**src/rtl/fetch_unit.sv**
```systemverilog
// fetch_unit -- LITE-16 instruction fetch stage.
//
// Owns the program counter and reads one instruction word at a time from
// instruction memory over a req/ready handshake. It buffers the returned word
// and hands it to the instruction register with a one-cycle load strobe.
// Jumps and branches redirect the fetch stream. Halt parks the unit until the
// next redirect.
//
// Ports:
//   clk, rst            clock; asynchronous active-low reset
//   mem_req/mem_addr    read request and word address to instruction memory
//   mem_ready/mem_rdata memory returns the word this cycle
//   ir_data/ir_en       word and load strobe to the instruction register
//   decode_ready        downstream can accept an instruction this cycle
//   redirect/redirect_pc  taken jump/branch and its target
//   halt                stop fetching after the current handoff
//   pc                  address of the last delivered instruction
//   busy                unit is in REQ or DELIVER
module fetch_unit #(
  parameter logic [15:0] RESET_PC = 16'h0000,
  parameter logic [15:0] PC_STEP  = 16'h0001
) (
  input  logic        clk,
  input  logic        rst,
  output logic        mem_req,
  output logic [15:0] mem_addr,
  input  logic        mem_ready,
  input  logic [15:0] mem_rdata,
  output logic [15:0] ir_data,
  output logic        ir_en,
  input  logic        decode_ready,
  input  logic        redirect,
  input  logic [15:0] redirect_pc,
  input  logic        halt,
  output logic [15:0] pc,
  output logic        busy
);

  typedef enum logic [1:0] {
    S_IDLE    = 2'd0,
    S_REQ     = 2'd1,
    S_DELIVER = 2'd2,
    S_HALTED  = 2'd3
  } state_e;

  state_e      state_q, state_d;
  logic [15:0] fetch_pc_q, fetch_pc_d;
  logic [15:0] buf_q, buf_d;
  logic [15:0] pc_q, pc_d;

  always_ff @(posedge clk or negedge rst) begin
    if (!rst) begin
      state_q    <= S_IDLE;
      fetch_pc_q <= RESET_PC;
      buf_q      <= 16'h0000;
      pc_q       <= RESET_PC;
    end else begin
      state_q    <= state_d;
      fetch_pc_q <= fetch_pc_d;
      buf_q      <= buf_d;
      pc_q       <= pc_d;
    end
  end

  always_comb begin
    state_d    = state_q;
    fetch_pc_d = fetch_pc_q;
    buf_d      = buf_q;
    pc_d       = pc_q;
    mem_req    = 1'b0;
    ir_en      = 1'b0;

    case (state_q)
      S_IDLE: state_d = S_REQ;
      S_REQ: begin
        mem_req = 1'b1;
        if (mem_ready) begin
          buf_d   = mem_rdata;
          state_d = S_DELIVER;
        end
      end
      S_DELIVER: begin
        // A redirect kills the handoff in the same cycle it arrives.
        ir_en = decode_ready & ~redirect;
        if (ir_en) begin
          pc_d       = fetch_pc_q;
          fetch_pc_d = fetch_pc_q + PC_STEP;
          state_d    = halt ? S_HALTED : S_REQ;
        end
      end
      S_HALTED: ;
      default: state_d = S_IDLE;
    endcase

    // Redirect beats everything except the post-reset IDLE cycle: restart
    // fetch at the target and drop any word returning this cycle.
    if (redirect && state_q != S_IDLE) begin
      fetch_pc_d = redirect_pc;
      buf_d      = buf_q;
      state_d    = S_REQ;
    end
  end

  assign mem_addr = fetch_pc_q;
  assign ir_data  = buf_q;
  assign pc       = pc_q;
  assign busy     = (state_q == S_REQ) || (state_q == S_DELIVER);

endmodule

```
**config.mk**
```make
export PLATFORM = sky130hd
export DESIGN_NAME = fetch_unit
export DESIGN_NICKNAME = d
export VERILOG_FILES = /design/src/rtl/fetch_unit.sv
export SDC_FILE = /design/constraint.sdc
export NUM_CORES = 1
export LEC_CHECK = 0
export ABC_AREA = 1
export BUFFER_PORTS_ARGS = -buffer_cell sky130_fd_sc_hd__buf_2
export CORE_MARGIN = 3
export CORE_UTILIZATION = 25
export CTS_CLUSTER_SIZE = 16
export DETAILED_ROUTE_END_ITERATION = 8
export PLACE_DENSITY = 0.46
export SKIP_CTS_REPAIR_TIMING = 1
export SKIP_LAST_GASP = 1
export SLEW_MARGIN = 20
export SYNTH_ARGS = -nofsm -noshare
export SYNTH_HDL_FRONTEND = slang
export SYNTH_SLANG_ARGS = --single-unit
```
**constraint.sdc**
```tcl
create_clock -name clk -period 1.7 [get_ports clk]
set_input_delay 0.34 -clock clk [delete_from_list [all_inputs] [get_ports clk]]
set_output_delay 0.34 -clock clk [all_outputs]
set_load 0.02 [all_outputs]
```
After elaboration in Yosys (flattened, before gate mapping)
Cells that the tools add are included.
- bits in registers: 50
- memories kept: 0
- latch bits: 0
- bits of input ports: 38
- logic and storage cells: 33
- bits in read-only memories: 0
- output and inout bits: 51
- RAM bits: 0
- order comparisons: 0
- multiply operators: 0
- $add $sub $neg: 1
- bitwise operators: 3
- eq/ne operators: 4
- mux-type cells: 10
- reductions and logical operators: 11
- shift-type cells: 0
- divide/modulo/power cells: 0
- operators with widths (operator ; number):
    16-bit 2-to-1 mux ; 3
    16-bit by 1-bit adder with 16-bit output (second input constant) ; 1
    2-bit 2-to-1 mux ; 4
    3-bit != test (second input constant) ; 2
    2-bit case mux with 3 select lines ; 1
    3-bit AND reduction ; 2
    2-bit nonzero test ; 3
    2-bit AND reduction ; 2
    4-bit nonzero test ; 1
    2-bit by 1-bit == test with 1-bit output (second input constant) ; 1
    2-bit == test (second input constant) ; 1
    2-bit logical NOT ; 1
    1-bit 2-to-1 mux ; 2
    1-bit inverter ; 2
    1-bit bitwise AND ; 1
    1-bit logical AND ; 1
    1-bit logical OR ; 1

Logic depth before layout (Yosys ltp)
- word-level depth: 5
- gate-level depth with buffers: 10
- mapped depth without buffers: 10

Worst setup path after synthesis
Ideal clock, no wire load.
- path kind: flip-flop to flip-flop
- start: register state_q[0]
- end: register state_q[0]
- path buffers: 0
- stages on the path, launching flop included: 7
- arrival: 1.278 ns
- required time: 1.583 ns
- slack: 0.305 ns
- period minus slack after synthesis: 1.395 ns
- path through: dfrtp_1 > inv_1 > ha_1 > o21ai_0 > o21ai_2 > nor2_1 > nor2_1
- word-level cells in the longest chain between the ends: 4
- ends and longest elaborated chain (what ; line ; text):
    start: declaration ; 46 ; state_e state_q, state_d;
    start signal: assignment ; 58 ; state_q <= state_d;
    2-bit nonzero test ; 97 ; if (redirect && state_q != S_IDLE) begin
    1-bit logical AND ; 97 ;
    3-bit != test (no source line) / 4-bit nonzero test (equally long branches) ; - ;
    3-bit AND reduction (no source line) ; - ;
Several ways; a longest one is shown, not always the timed one.
A chain may end at the register's enable or synchronous reset.

Final worst setup path
- start: register state_q[0]
- end: output port mem_req
- word-level cells in the longest chain between the ends: 2
- ends and longest elaborated chain (what ; line ; text):
    2-bit by 1-bit == test with 1-bit output ; 73 ; case (state_q)
    1-bit 2-to-1 mux ; 73 ;
    end: declaration ; 25 ; output logic mem_req,
No other way between the ends.

==> flow_summary.ini <==
[grt]
grt_pass1_wl_mm = 11.1
grt-ovfl-total = 0
grt_use_total = 0.123
grt_pass1_vias = 2200
antenna_found_initial = 3
grt_max_degree = 51

[placement]
io_buffers = 88
placed_area_mm2 = 0.00312
gp_congestion = 0.846
dpl.hpwl_mm = 5.07
post-place-ws_ns = 0.105

[cts]
clkTransAtPathRegs_ns = 0.10
htreeDepth = 2
root_buffer = clkbuf_8
clock_path_buffers = 2
numClockSinks = 50
numCtsBuffers = 5
clock_latency_ns = 0.30
tritoncts = done

[die]
die_y_um = 106
die_x_um = 106
core_area_mm2 = 0.00977
die_area_mm2 = 0.0113
num_rows = 36
num_io_pins = 89
initial_core_util = 0.258

[timing]
slew_viol_final = 0
hold_viol_final = 0
max_freq_mhz = 618
tightestPinTransition_ns = 0.321
max_slew_margin = 0.784
fin_ws_ns = 0.0822
holdWs_ns = 0.0113
period_share = 0.952
fin_skew_ns = 0.00818
layout_min_cycle_time_ns = 1.62
rsz0062_at_grt = true
setup_viol = 0

[synth]
netlist_instances = 314
synthFlopType = dfrtp_1
synthDominantCellAreaShare = 0.497
netlist_area_mm2 = 0.00252
yosysMostFrequentCell = nand2_1
ys_async_sr_fraction = 1.00
ys_seq_area_frac = 0.497
synth_edf_count = 0
yosysWarnings = 0
syn-num-nets = 357
yosys.area.top_type = dfrtp_1
synth.top_cells.by_count = nand2_1 (93), dfrtp_1 (50), inv_1 (43)
synth.avg_cell_area_um2 = 8.02
yosys_register_bits = 50
ys_types = 29
synth_top_cells_by_area = dfrtp_1 (50%), nand2_1 (14%), o21ai_0 (8.1%)

[drt]
routedWlPerCell_um = 12.5
wl_mm = 6.75
vias_per_cell = 4.21
vias = 2279
firstDrtPassIters = 4
detail-route-antenna-nets = 0
drc = 0
drtIter0Drc = 63

[power]
p_leak_nw = 1.76
ir_drop_uv = 638
power_per_cell_area_mw_per_mm2 = 1670

[hold_path]
hp-class = in -> async

[cells_and_area]
seq_area_mm2 = 0.00125
area_delta_synth_final_pct = 29.4
nFillCells = 1092
fin_area_mm2 = 0.00326
multiInputGateArea_mm2 = 0.00105
drive_gt1_frac = 0.312
nNetsFinal = 449

[setup_path]
cp.arrival_ns = 1.28
start_kind = flop
path_max_fanout = 4
end_kind = primary output
worst_ep_required_time_ns = 1.36
worstSetupPathType = reg -> out

[run_status]
status = finished, final reports clean

[flow_run]
maxCapViolCount = 0
==> metrics by stage <==
stage | TNS [ns] | instances | power, mW | util
after floorplan | 0 | 314 | 3.77 | -
after global placement | 0 | 531 | 4.69 | 0.319
after detailed placement | 0 | 531 | 4.70 | 0.319
after CTS | -0.0166 | 539 | 5.52 | 0.330
after global routing | -0.00471 | 541 | 5.94 | 0.333
final | 0 | 541 | 5.44 | 0.333
==> power by group <==
part / leakage, nW / internal (mW) / switching [mW] / total [mW]
clock network: 0.0545 / 0.374 / 0.407 / 0.781
registers: 0.626 / 1.70 / 0.411 / 2.11
logic: 1.08 / 0.877 / 1.68 / 2.55
total: 1.76 / 2.95 / 2.50 / 5.44
==> layout make-up <==
| type | count | share of cell area |
|---|---|---|
| clock buffer | 7 | 0.0296 |
| inverter | 47 | 0.0549 |
| clock inverter | 1 | 0.00269 |
| multi-input combinational | 208 | 0.323 |
| tap | 133 | 0.0511 |
| timing repair buffer | 94 | 0.154 |
| sequential | 50 | 0.384 |
| antenna | 1 | 0.000768 |
==> state kept, by name, indices dropped and copies added, names as in the netlist <==
name / count
state_q: 2
mem_addr: 16
ir_data: 16
pc: 16
==> worst max-delay path: stages, from the launching register on <==
cell	delay, ns
dfrtp_1	0.41
buf_4	0.14
ha_1	0.25
buf_2	0.18
==> final timing paths <==
| kind | to | depth (start not counted) | from | slack [ns] |
|---|---|---|---|---|
| max | mem_req | 3 | state_q[0] | 0.08 |
| min | pc[1] | 2 | rst | 0.01 |
| max reg2reg | ir_data[11] | 8 | state_q[1] | 0.17 |
| min reg2reg | pc[13] | 2 | pc[13] | 0.49 |
| max in group asynchronous | ir_data[4] | 2 | rst | 1.45 |
| min in group clk | mem_addr[5] | 3 | redirect_pc[5] | 0.24 |
==> metal layers <==
metal,part of all wire,up-vias,track usage,wire length [um]
li1,-,1175,-,-
met1,0.45,1010,0.155,3020
met2,0.45,77,0.200,3010
met3,0.091,13,0.0443,614
met4,0.012,4,0.0352,80
met5,0.0040,-,0,27
==> kinds of logic (layout without fill, tap and decap cells) <==
family / after synthesis / count (layout) / synth area share
other: 0 / 1 / 0
XOR/XNOR: 3 / 3 / 0.0104
adder cells (fa/ha/maj): 5 / 5 / 0.0248
AND/OR/NAND/NOR: 144 / 144 / 0.256
flip-flops: 50 / 50 / 0.497
AO/OA/AOI/OAI: 56 / 56 / 0.119
buffers and inverters: 56 / 149 / 0.0934
==> placed cells by master (no fill, tap or decap), types with 3 or more instances in the layout <==
master	n
xor2_1	3
nand2_1	93
ha_1	5
clkbuf_8	7
dfrtp_1	50
o21ai_1	7
o21bai_1	3
nor2_2	4
nand4_1	3
inv_1	40
o21ai_0	41
inv_2	6
nand2_2	3
buf_4	6
nor2_1	15
nand3_1	15
buf_2	87
nand3_2	4
Power figures use the tool's default switching activity.
